### config.mk
export PLATFORM = sky130hd
export DESIGN_NAME = wb_sdram_arbiter_flat
export DESIGN_NICKNAME = d
export VERILOG_FILES = /design/src/rtl/wb_sdram_arbiter_if.sv /design/src/rtl/wb_sdram_arbiter.sv /design/src/flat_wrapper.sv
export SDC_FILE = /design/constraint.sdc
export NUM_CORES = 1
export LEC_CHECK = 0
export CORE_AREA = 2 2 132 134
export DETAILED_ROUTE_END_ITERATION = 10
export DIE_AREA = 0 0 134 136
export PLACE_DENSITY = 0.65
export SLEW_MARGIN = 30
export SYNTH_ARGS = -nofsm -noshare
export SYNTH_HDL_FRONTEND = slang
export SYNTH_SLANG_ARGS = --single-unit
### constraint.sdc
create_clock -name clk -period 3.1 [get_ports clk]
set_input_delay 0.62 -clock clk [delete_from_list [all_inputs] [get_ports clk]]
set_output_delay 0.62 -clock clk [all_outputs]
set_load 0.005 [all_outputs]
### src/rtl/wb_sdram_arbiter_if.sv
// Wishbone B3 bus bundle shared by the SDRAM arbiter ports.
// master drives the request side, slave answers with data/ack/err.
interface wishbone_b3;
  logic [31:0] adr;
  logic [31:0] dat_m2s;
  logic [31:0] dat_s2m;
  logic [3:0]  sel;
  logic        cyc;
  logic        stb;
  logic        we;
  logic [2:0]  cti;
  logic [1:0]  bte;
  logic        ack;
  logic        err;

  modport master (
    output adr, dat_m2s, sel, cyc, stb, we, cti, bte,
    input  dat_s2m, ack, err
  );

  modport slave (
    input  adr, dat_m2s, sel, cyc, stb, we, cti, bte,
    output dat_s2m, ack, err
  );
endinterface

### src/rtl/wb_sdram_arbiter.sv
// Two-master Wishbone arbiter for the shared SDRAM port.
// m0 (screen DMA) has priority; m1 gets a starvation bound.
module wb_sdram_arbiter #(
  parameter int unsigned STARVE_LIMIT = 4,
  parameter int unsigned TIMEOUT      = 1024
) (
  input  logic       clk,
  input  logic       rst,
  wishbone_b3.slave  m0,
  wishbone_b3.slave  m1,
  wishbone_b3.master s,
  output logic [1:0] grant,
  output logic [7:0] timeouts
);
  typedef enum logic [1:0] {
    IDLE,
    GNT0,
    GNT1,
    ABORT
  } state_t;

  localparam logic [7:0]  SLIM = 8'(STARVE_LIMIT);
  localparam logic [15:0] TLIM = 16'(TIMEOUT - 1);

  state_t      state, state_nx;
  logic [7:0]  starve, starve_nx;
  logic [7:0]  to_nx;
  logic [15:0] wait_cnt, wait_nx;
  logic [1:0]  grant_nx;
  logic        ab1, ab1_nx;
  logic        own0, own1;
  logic        own_cyc, own_stb;
  logic        ab_cyc, forced, expire;

  assign own0    = (state == GNT0);
  assign own1    = (state == GNT1);
  assign own_cyc = (own0 & m0.cyc) | (own1 & m1.cyc);
  assign own_stb = (own0 & m0.stb) | (own1 & m1.stb);
  assign ab_cyc  = ab1 ? m1.cyc : m0.cyc;
  assign forced  = (starve == SLIM);

  // ack on the expiring cycle wins, so expiry needs a quiet slave
  assign expire = (own0 | own1) & own_stb
                & ~s.ack & ~s.err
                & (wait_cnt == TLIM);

  always_comb begin
    s.adr     = '0;
    s.dat_m2s = '0;
    s.sel     = '0;
    s.cti     = '0;
    s.bte     = '0;
    s.cyc     = 1'b0;
    s.stb     = 1'b0;
    s.we      = 1'b0;
    unique case (1'b1)
      own0: begin
        s.adr     = m0.adr;
        s.dat_m2s = m0.dat_m2s;
        s.sel     = m0.sel;
        s.cti     = m0.cti;
        s.bte     = m0.bte;
        s.cyc     = m0.cyc;
        s.stb     = m0.stb;
        s.we      = m0.we;
      end
      own1: begin
        s.adr     = m1.adr;
        s.dat_m2s = m1.dat_m2s;
        s.sel     = m1.sel;
        s.cti     = m1.cti;
        s.bte     = m1.bte;
        s.cyc     = m1.cyc;
        s.stb     = m1.stb;
        s.we      = m1.we;
      end
      default: ;
    endcase
  end

  assign m0.ack     = own0 & s.ack & ~expire;
  assign m0.err     = own0 & (s.err | expire);
  assign m1.ack     = own1 & s.ack & ~expire;
  assign m1.err     = own1 & (s.err | expire);
  assign m0.dat_s2m = s.dat_s2m;
  assign m1.dat_s2m = s.dat_s2m;

  always_comb begin
    state_nx  = state;
    starve_nx = starve;
    wait_nx   = wait_cnt;
    to_nx     = timeouts;
    ab1_nx    = ab1;
    unique case (state)
      IDLE: begin
        wait_nx = '0;
        if (forced && m1.cyc) begin
          state_nx  = GNT1;
          starve_nx = '0;
        end else if (m0.cyc) begin
          state_nx = GNT0;
        end else if (m1.cyc) begin
          state_nx  = GNT1;
          starve_nx = '0;
        end
      end
      GNT0, GNT1: begin
        if (expire) begin
          state_nx = ABORT;
          wait_nx  = '0;
          ab1_nx   = own1;
          if (timeouts != 8'hff)
            to_nx = timeouts + 8'd1;
        end else if (!own_cyc) begin
          state_nx = IDLE;
          wait_nx  = '0;
          if (own0 && m1.cyc && !forced)
            starve_nx = starve + 8'd1;
        end else if (s.ack || s.err) begin
          wait_nx = '0;
        end else if (own_stb) begin
          wait_nx = wait_cnt + 16'd1;
        end
      end
      ABORT: begin
        wait_nx = '0;
        if (!ab_cyc)
          state_nx = IDLE;
      end
    endcase
  end

  always_comb begin
    grant_nx = 2'b00;
    if (state_nx == GNT0)
      grant_nx = 2'b01;
    else if (state_nx == GNT1)
      grant_nx = 2'b10;
  end

  always_ff @(posedge clk or posedge rst) begin
    if (rst) begin
      state    <= IDLE;
      grant    <= 2'b00;
      timeouts <= 8'd0;
      starve   <= 8'd0;
      wait_cnt <= 16'd0;
      ab1      <= 1'b0;
    end else begin
      state    <= state_nx;
      grant    <= grant_nx;
      timeouts <= to_nx;
      starve   <= starve_nx;
      wait_cnt <= wait_nx;
      ab1      <= ab1_nx;
    end
  end
endmodule

### src/flat_wrapper.sv
// flat-port wrapper written by rule: the top's interface ports become plain ports
module wb_sdram_arbiter_flat 
#(
  parameter int unsigned STARVE_LIMIT = 4,
  parameter int unsigned TIMEOUT      = 1024
)
  (clk, rst, grant, timeouts, m0_adr, m0_dat_m2s, m0_sel, m0_cyc, m0_stb, m0_we, m0_cti, m0_bte, m0_dat_s2m, m0_ack, m0_err, m1_adr, m1_dat_m2s, m1_sel, m1_cyc, m1_stb, m1_we, m1_cti, m1_bte, m1_dat_s2m, m1_ack, m1_err, s_adr, s_dat_m2s, s_sel, s_cyc, s_stb, s_we, s_cti, s_bte, s_dat_s2m, s_ack, s_err);
  wishbone_b3 m0_i ();
  wishbone_b3 m1_i ();
  wishbone_b3 s_i ();
  input  logic clk;
  input  logic rst;
  output logic [1:0] grant;
  output logic [7:0] timeouts;
  input wire logic [$bits(m0_i.adr)-1:0] m0_adr;
  input wire logic [$bits(m0_i.dat_m2s)-1:0] m0_dat_m2s;
  input wire logic [$bits(m0_i.sel)-1:0] m0_sel;
  input wire logic [$bits(m0_i.cyc)-1:0] m0_cyc;
  input wire logic [$bits(m0_i.stb)-1:0] m0_stb;
  input wire logic [$bits(m0_i.we)-1:0] m0_we;
  input wire logic [$bits(m0_i.cti)-1:0] m0_cti;
  input wire logic [$bits(m0_i.bte)-1:0] m0_bte;
  output wire logic [$bits(m0_i.dat_s2m)-1:0] m0_dat_s2m;
  output wire logic [$bits(m0_i.ack)-1:0] m0_ack;
  output wire logic [$bits(m0_i.err)-1:0] m0_err;
  input wire logic [$bits(m1_i.adr)-1:0] m1_adr;
  input wire logic [$bits(m1_i.dat_m2s)-1:0] m1_dat_m2s;
  input wire logic [$bits(m1_i.sel)-1:0] m1_sel;
  input wire logic [$bits(m1_i.cyc)-1:0] m1_cyc;
  input wire logic [$bits(m1_i.stb)-1:0] m1_stb;
  input wire logic [$bits(m1_i.we)-1:0] m1_we;
  input wire logic [$bits(m1_i.cti)-1:0] m1_cti;
  input wire logic [$bits(m1_i.bte)-1:0] m1_bte;
  output wire logic [$bits(m1_i.dat_s2m)-1:0] m1_dat_s2m;
  output wire logic [$bits(m1_i.ack)-1:0] m1_ack;
  output wire logic [$bits(m1_i.err)-1:0] m1_err;
  output wire logic [$bits(s_i.adr)-1:0] s_adr;
  output wire logic [$bits(s_i.dat_m2s)-1:0] s_dat_m2s;
  output wire logic [$bits(s_i.sel)-1:0] s_sel;
  output wire logic [$bits(s_i.cyc)-1:0] s_cyc;
  output wire logic [$bits(s_i.stb)-1:0] s_stb;
  output wire logic [$bits(s_i.we)-1:0] s_we;
  output wire logic [$bits(s_i.cti)-1:0] s_cti;
  output wire logic [$bits(s_i.bte)-1:0] s_bte;
  input wire logic [$bits(s_i.dat_s2m)-1:0] s_dat_s2m;
  input wire logic [$bits(s_i.ack)-1:0] s_ack;
  input wire logic [$bits(s_i.err)-1:0] s_err;
  assign m0_i.adr = m0_adr;
  assign m0_i.dat_m2s = m0_dat_m2s;
  assign m0_i.sel = m0_sel;
  assign m0_i.cyc = m0_cyc;
  assign m0_i.stb = m0_stb;
  assign m0_i.we = m0_we;
  assign m0_i.cti = m0_cti;
  assign m0_i.bte = m0_bte;
  assign m0_dat_s2m = m0_i.dat_s2m;
  assign m0_ack = m0_i.ack;
  assign m0_err = m0_i.err;
  assign m1_i.adr = m1_adr;
  assign m1_i.dat_m2s = m1_dat_m2s;
  assign m1_i.sel = m1_sel;
  assign m1_i.cyc = m1_cyc;
  assign m1_i.stb = m1_stb;
  assign m1_i.we = m1_we;
  assign m1_i.cti = m1_cti;
  assign m1_i.bte = m1_bte;
  assign m1_dat_s2m = m1_i.dat_s2m;
  assign m1_ack = m1_i.ack;
  assign m1_err = m1_i.err;
  assign s_adr = s_i.adr;
  assign s_dat_m2s = s_i.dat_m2s;
  assign s_sel = s_i.sel;
  assign s_cyc = s_i.cyc;
  assign s_stb = s_i.stb;
  assign s_we = s_i.we;
  assign s_cti = s_i.cti;
  assign s_bte = s_i.bte;
  assign s_i.dat_s2m = s_dat_s2m;
  assign s_i.ack = s_ack;
  assign s_i.err = s_err;
  wb_sdram_arbiter #(.STARVE_LIMIT(STARVE_LIMIT), .TIMEOUT(TIMEOUT)) u_core (.clk(clk), .rst(rst), .m0(m0_i), .m1(m1_i), .s(s_i), .grant(grant), .timeouts(timeouts));
endmodule
==> summary.txt, run 1 <==
Status
  • Status: finished clean

Timing
  • Final hold vios: 0
  • Slew Limit Fails: 0
  • Top achievable clock speed: about 330 MHz
  • Slew HR: 0.613
  • Finish-stage setup viols: 0
  • TNS Setup: 0 ps
  • Crit share post-route: 0.966
  • Slew @ Worst Pin: 571 ps
  • Setup Skew: slightly above 5 ps
  • Final Critical Period: around 3000 ps
  • RSZ-0062 raised after global routing: false

Floorplanning
  • Starting density of the core: 0.213
  • Row count: 48
  • Boundary Pins: about 340
  • Core area: 16,900 um^2
  • Die H: roughly 140 um
  • Die ar.: about 18,000 um^2
  • Die Wd: 134 um

Route
  • Initial DRC count: roughly 150
  • Vias per cell: approximately 4.7
  • Vias: ~4,000
  • Detailed Routing Iterations Pass 1: 4
  • Post-route antenna net violation count: 0
  • Final WL: 15,500 um
  • # DRC: 0
  • WL/cell: ~18 um

Final layout
  • Diode count: 0
  • Most frequent cells in the layout: 245 x clkdlybuf4s50_1, 93 x nor2_1, 75 x a22oi_1
  • Share of cells above drive strength 1: 0.0692
  • Finished Layout Cells: about 850
  • FF+latch area: just over 900 um^2
  • Fin nets: between 800 and 900
  • Commonest non-fill, non-tap cell in the layout: clkdlybuf4s50_1
  • Area Overhead vs Synth: 68.1%
  • Filler cell count: approximately 1,800
  • Area of the multi-input gates: 2020 um^2

Synthesis
  • Main synth FF type: dfrtp_1
  • Syn Area/Cell: around 8.1 um^2
  • Cell count after synthesis: approximately 450
  • Synth cell types: 53
  • Async SR Flop Fraction: 1.00
  • Sequential area share after synthesis: 0.258
  • Post-synthesis cell area: 3590 um^2
  • Total of warnings raised by yosys: 0
  • EDFF count, synth: 0
  • Mapped Nets: around 640
  • Seq cells post-synth: 37

Setup path
  • Worst-path maximum fanout: 3
  • WP data arrival: 2370 ps
  • R2R Setup Slk: between 500 and 600 ps
  • CP Data Required Time: about 2500 ps
  • CP Launch Point: m0_stb
  • Crit. End Element: output port
  • Critical path type: in2out
  • R2R Path End: u_core.starve[0]$_DFFE_PP0P_
  • Reg2reg path depth: 8
  • R2R Path Start: u_core.state[1]$_DFF_PP0_
  • Critical Path End: m0_err
  • CP Launch Type: input port

Placed design
  • HPWL after DPL: around 12,000 um
  • GPL Wtd Cong: 0.847
  • Inst Count DP: roughly 840
  • Port Buffers: between 200 and 250

Pwr
  • Sw Share: 0.438
  • Internal: ~2400 uW
  • Flop pwr share: 0.143
  • Leakage: between 0.002 and 0.0025 uW
  • IR Drop Worst-Case VDD: ~0.00068 V
  • Clock power share: 0.113
  • P per Cell Area: about 720 nW/um^2
  • Psw: 1890 uW
  • Logic gate share of total power: 0.744

Global route
  • Initial antenna violation count: 0
  • Grt ovf: 0
  • Global-route wire length before repair: about 22,000 um
  • GR met1 Demand/Resource: 0.211
  • Pin count of the biggest net entering global routing: 42
  • Vias in the first global route: 3,770
  • Gr busiest metal: met2
  • Grt met2 use: 0.262
  • Total Routing Usage GR: 0.160
  • M3 GR Usage: 0.0395

Clock network
  • Root Buffer Master: clkbuf_16
  • Clock slew seen by the registers of the worst setup and hold paths: ~60 ps
  • CTS Sinks: 37
  • TritonCTS buffer count: 5
  • CTS tree: done
  • Worst-Skew Late Latency: between 200 and 300 ps
  • Max Root-Sink Buffers: 2
  • H-tree levels: 2

Min path
  • Worst hold path type: reg2reg

Flow run
  • Max-cap violations: 0
[power by group through the flow]
stage / combinational [uW] / clock, uW / sequential (uW)
after detailed placement: 3250 / 0 / 625
after global placement: 3240 / 0 / 626
final: 3220 / 487 / 618
after floorplan: 1570 / 0 / 612
after CTS: 3280 / 500 / 617
after global routing: 3490 / 522 / 628
[worst min-delay path by stage]
| stage | startpoint | to | depth (start not counted) |
|---|---|---|---|
| floorplan | u_core.ab1$_DFFE_PP0P_ | u_core.ab1$_DFFE_PP0P_ | 1 |
| global placement | u_core.timeouts[5]$_DFFE_PP0P_ | u_core.timeouts[5]$_DFFE_PP0P_ | 1 |
| detailed placement | u_core.timeouts[7]$_DFFE_PP0P_ | u_core.timeouts[7]$_DFFE_PP0P_ | 1 |
| CTS | u_core.timeouts[7]$_DFFE_PP0P_ | u_core.timeouts[7]$_DFFE_PP0P_ | 1 |
| global route | u_core.timeouts[7]$_DFFE_PP0P_ | u_core.timeouts[7]$_DFFE_PP0P_ | 1 |
| finish | u_core.timeouts[5]$_DFFE_PP0P_ | u_core.timeouts[5]$_DFFE_PP0P_ | 1 |
[stage by stage]
step / setup WS [ps] / hold WS [ps] / util / instance area, um^2 / total power (uW)
final: 105 / 502 / 0.358 / 6040 / 4320
after global routing: 3.68 / 534 / 0.358 / 6040 / 4640
after CTS: 54.0 / 496 / 0.358 / 6030 / 4390
after detailed placement: 132 / 489 / 0.349 / 5900 / 3880
after global placement: 111 / 479 / 0.349 / 5900 / 3870
after floorplan: 621 / 467 / - / 3590 / 2180
[sequential cells by signal, indices dropped and copies added (netlist names)]
name and count:
u_core.wait_cnt 16, u_core.starve 8, u_core.timeouts 8, u_core.grant 2
u_core.state 2, u_core.ab1 1
[cell usage after synthesis (all sizes together) (3+ instances only)]
cell | count | area (um^2)
and4 | 5 | 43.8
buf | 72 | 531
nand3b | 4 | 30.0
dfrtp | 37 | 926
and3 | 5 | 31.3
nor4 | 4 | 67.6
nand4 | 9 | 56.3
nand3 | 11 | 60.1
xnor2 | 10 | 87.6
and2 | 7 | 43.8
nand2 | 10 | 37.5
xor2 | 9 | 78.8
a21o | 3 | 22.5
mux2 | 4 | 45.0
o21ai | 10 | 50.0
ha | 9 | 113
nor3 | 4 | 31.3
nor2 | 93 | 349
or3 | 3 | 18.8
clkbuf | 24 | 90.1
inv | 7 | 26.3
a22oi | 76 | 584
o211ai | 5 | 42.5
[worst max-delay path, cell delays in order]
cell             delay, ps
clkdlybuf4s50_1        610
a22oi_4                 70
nand4b_2               220
nor2_1                 210
o21a_1                 140
clkdlybuf4s50_1        490
[routing by layer]
metal,vias to the layer above,wire length [um]
li1,1889,-
met1,1850,6720
met2,197,7130
met3,16,1380
met4,0,296
met5,-,0
[kinds of logic after synthesis]
logic type      synth area share
simple gates               0.234
compound gates             0.238
buf+inv                    0.180
flops                      0.258
xor+xnor                  0.0463
fa+ha+maj                 0.0313
mux                       0.0125
[layout make-up]
class                           count  area share
Clock buffer                        6      0.0213
Clock inverter                      2     0.00166
Inverter                            7     0.00435
Multi-Input combinational cell    306       0.335
Sequential cell                    37       0.153
Tap cell                          225      0.0466
Timing Repair Buffer              263       0.437
[timing repair]
item	4_1_cts	5_1_grt
gates resized for setup	0	1
hold buffers	0	0
setup endpoints to repair	0	1
setup buffers	0	0
No activity file was read; power rests on OpenSTA's default activity.
==> inputs of run 2 (changes only) <==
Clock period 3.1 ns to 2.9 ns, I/O delays scaled along.
==> run 2 against run 1 <==
  * Clock power rose by 11%
  * Non-clock buffer count rose by 7
  * Worst hold slack got worse by 8.9 ps
  * Setup slack improved by 6.0 ps
  * Die area did not move
  * Largest cell class unchanged
  * Sequential power rose by 7.6%
  * Highest routed layer is now met5
  * Final cell count rose by 0.83%
  * Routed wire length rose by 1.4%
  * Global-route usage rose by 0.074 points
  * Design area rose by 1.9%
  * Critical path type is now reg2out
==> summary.txt, run 2 (synthesis gave the netlist of run 1 again) <==
Final layout
  • Area Overhead vs Synth: 71.2%
  • Fin nets: about 800
  • Filler cell count: ~1,700
  • Core Util, Final: 0.364
  • Most frequent cells in the layout: 244 x clkdlybuf4s50_1, 90 x nor2_1, 75 x a22oi_1
  • Diode count: 0
  • Finished Layout Cells: 853
  • Largest register FFs: 16
  • Share of cells above drive strength 1: 0.0908
  • Top flop regs: u_core.wait_cnt x16, u_core.starve x8, u_core.timeouts x8
  • Top reg by flops: u_core.wait_cnt
  • Commonest non-fill, non-tap cell in the layout: clkdlybuf4s50_1

Floorplanning
  • Starting density of the core: 0.213
  • Die H: between 100 and 150 um
  • Boundary Pins: about 340
  • Row count: 48
  • Die ar.: roughly 18,000 um^2
  • Core area: roughly 17,000 um^2
  • Die Wd: roughly 130 um

Placed design
  • GPL Wtd Cong: 0.814
  • HPWL after DPL: 12,600 um
  • Inst Count DP: ~840
  • Port Buffers: roughly 250

Pwr
  • Leakage: between 0.002 and 0.0025 uW
  • Flop pwr share: 0.138
  • Clock power share: 0.112
  • Internal: 2710 uW
  • Sw Share: 0.436
  • Logic gate share of total power: 0.749
  • Psw: between 2000 and 2500 uW
  • P per Cell Area: around 800 nW/um^2
  • IR Drop Worst-Case VDD: about 0.00059 V
  • Total power: roughly 4800 uW

Clock network
  • Root Buffer Master: clkbuf_16
  • Worst-Skew Late Latency: about 280 ps
  • TritonCTS buffer count: 5
  • H-tree levels: 2
  • Max Root-Sink Buffers: 2
  • Hold Buf Count CTS: 0
  • CTS tree: done
  • CTS Sinks: 37
  • Clock slew seen by the registers of the worst setup and hold paths: around 60 ps

Setup path
  • Critical path's most frequent cell: inv_2
  • CP Cell Sequence: inv_2 > ha_1 > inv_2 > buf_12 > buf_6 > nor2_1 > clkdlybuf4s50_1
  • CP Launch Type: flop
  • Critical path type: reg2out
  • CP Data Required Time: between 2000 and 2500 ps
  • WP data arrival: roughly 2200 ps
  • Crit. End Element: output port
  • Worst-path maximum fanout: 35
  • Critical-path top delay cell: clkdlybuf4s50_1
  • Crit-path max cell delay: ~550 ps

Timing
  • TNS Setup: 0 ps
  • Setup Skew: approximately 10 ps
  • Final Critical Period: about 2800 ps
  • RSZ-0062 raised after global routing: false
  • Slew @ Worst Pin: around 540 ps
  • Slew Limit Fails: 0
  • Crit share post-route: 0.962
  • Finish-stage setup viols: 0
  • Slew HR: 0.637
  • Final hold vios: 0
  • Hold WS: between 400 and 500 ps
  • Top achievable clock speed: between 300 and 400 MHz

Route
  • Detailed Routing Iterations Pass 1: 6
  • Vias: about 4,000
  • Final WL: 15,700 um
  • # DRC: 0
  • WL/cell: approximately 18 um
  • Post-route antenna net violation count: 0
  • Initial DRC count: between 150 and 200
  • Vias per cell: ~4.7

Global route
  • Global-route wire length before repair: about 23,000 um
  • Pin count of the biggest net entering global routing: 38
  • Initial antenna violation count: 2
  • Total Routing Usage GR: 0.160
  • Vias in the first global route: just under 4,000
  • Grt ovf: 0

Flow run
  • Max-cap violations: 0

Min path
  • Worst hold path type: reg2reg

Status
  • Status: finished clean
## run 2: critical path, delay by kind of cell, from the launching register on
kind / cells / cell delay, ps
buffers and inverters: 5 / 1070
DFF: 1 / 390
adders and majority gates: 1 / 330
and+or+nand+nor: 1 / 120
## run 2: power groups by stage
stage	Clock [uW]	Sequential [uW]	Combinational [uW]
after floorplan	0	654	1680
after CTS	554	661	3580
after global placement	0	667	3540
after global routing	575	675	3910
after detailed placement	0	670	3560
final	539	665	3600
## run 2: worst paths after layout
| kind | slack (ps) | startpoint | to | cells after the start |
|---|---|---|---|---|
| min in group asynchronous | 730 | rst | u_core.timeouts[0]$_DFFE_PP0P_ | 3 |
| hold / removal | 490 | u_core.timeouts[5]$_DFFE_PP0P_ | u_core.timeouts[5]$_DFFE_PP0P_ | 1 |
| max in group asynchronous | 1820 | rst | u_core.state[0]$_DFF_PP0_ | 3 |
| setup / recovery | 110 | u_core.state[1]$_DFF_PP0_ | s_dat_m2s[12] | 7 |
| setup reg to reg | 540 | u_core.state[1]$_DFF_PP0_ | u_core.starve[0]$_DFFE_PP0P_ | 8 |
| hold reg to reg | 490 | u_core.timeouts[5]$_DFFE_PP0P_ | u_core.timeouts[5]$_DFFE_PP0P_ | 1 |
## run 2: final cells by class
type                            instances  area (um^2)  area share
Timing Repair Buffer                  270         2720       0.442
Multi-Input combinational cell        306         2050       0.334
Sequential cell                        37          927       0.151
Tap cell                              225          282      0.0458
Clock buffer                            5          125      0.0203
Inverter                                7         26.3     0.00427
Clock inverter                          3         21.3     0.00346
## run 2: repair_timing
| item | CTS | global route |
|---|---|---|
| gates cloned | 0 | 0 |
| buffers inserted | 0 | 2 |
| resized for setup | 3 | 7 |
| setup endpoints to repair | 7 | 37 |
## run 2: stage by stage
step / setup slack, ps / cell area, um^2
2_1_floorplan: 461 / 3590
5_1_grt: 10.7 / 6150
4_1_cts: -22.4 / 6110
6_report: 111 / 6150
3_3_place_gp: -3.36 / 5960
3_5_place_dp: -29.5 / 5960
## run 2: metal layers
metal | vias to the layer above | routed length, um | global-route usage
met1 | 1891 | 6740 | 0.209
met2 | 198 | 7350 | 0.274
met4 | 4 | 148 | 0.0177
li1 | 1897 | - | -
met5 | - | 27 | 0
met3 | 15 | 1480 | 0.0444
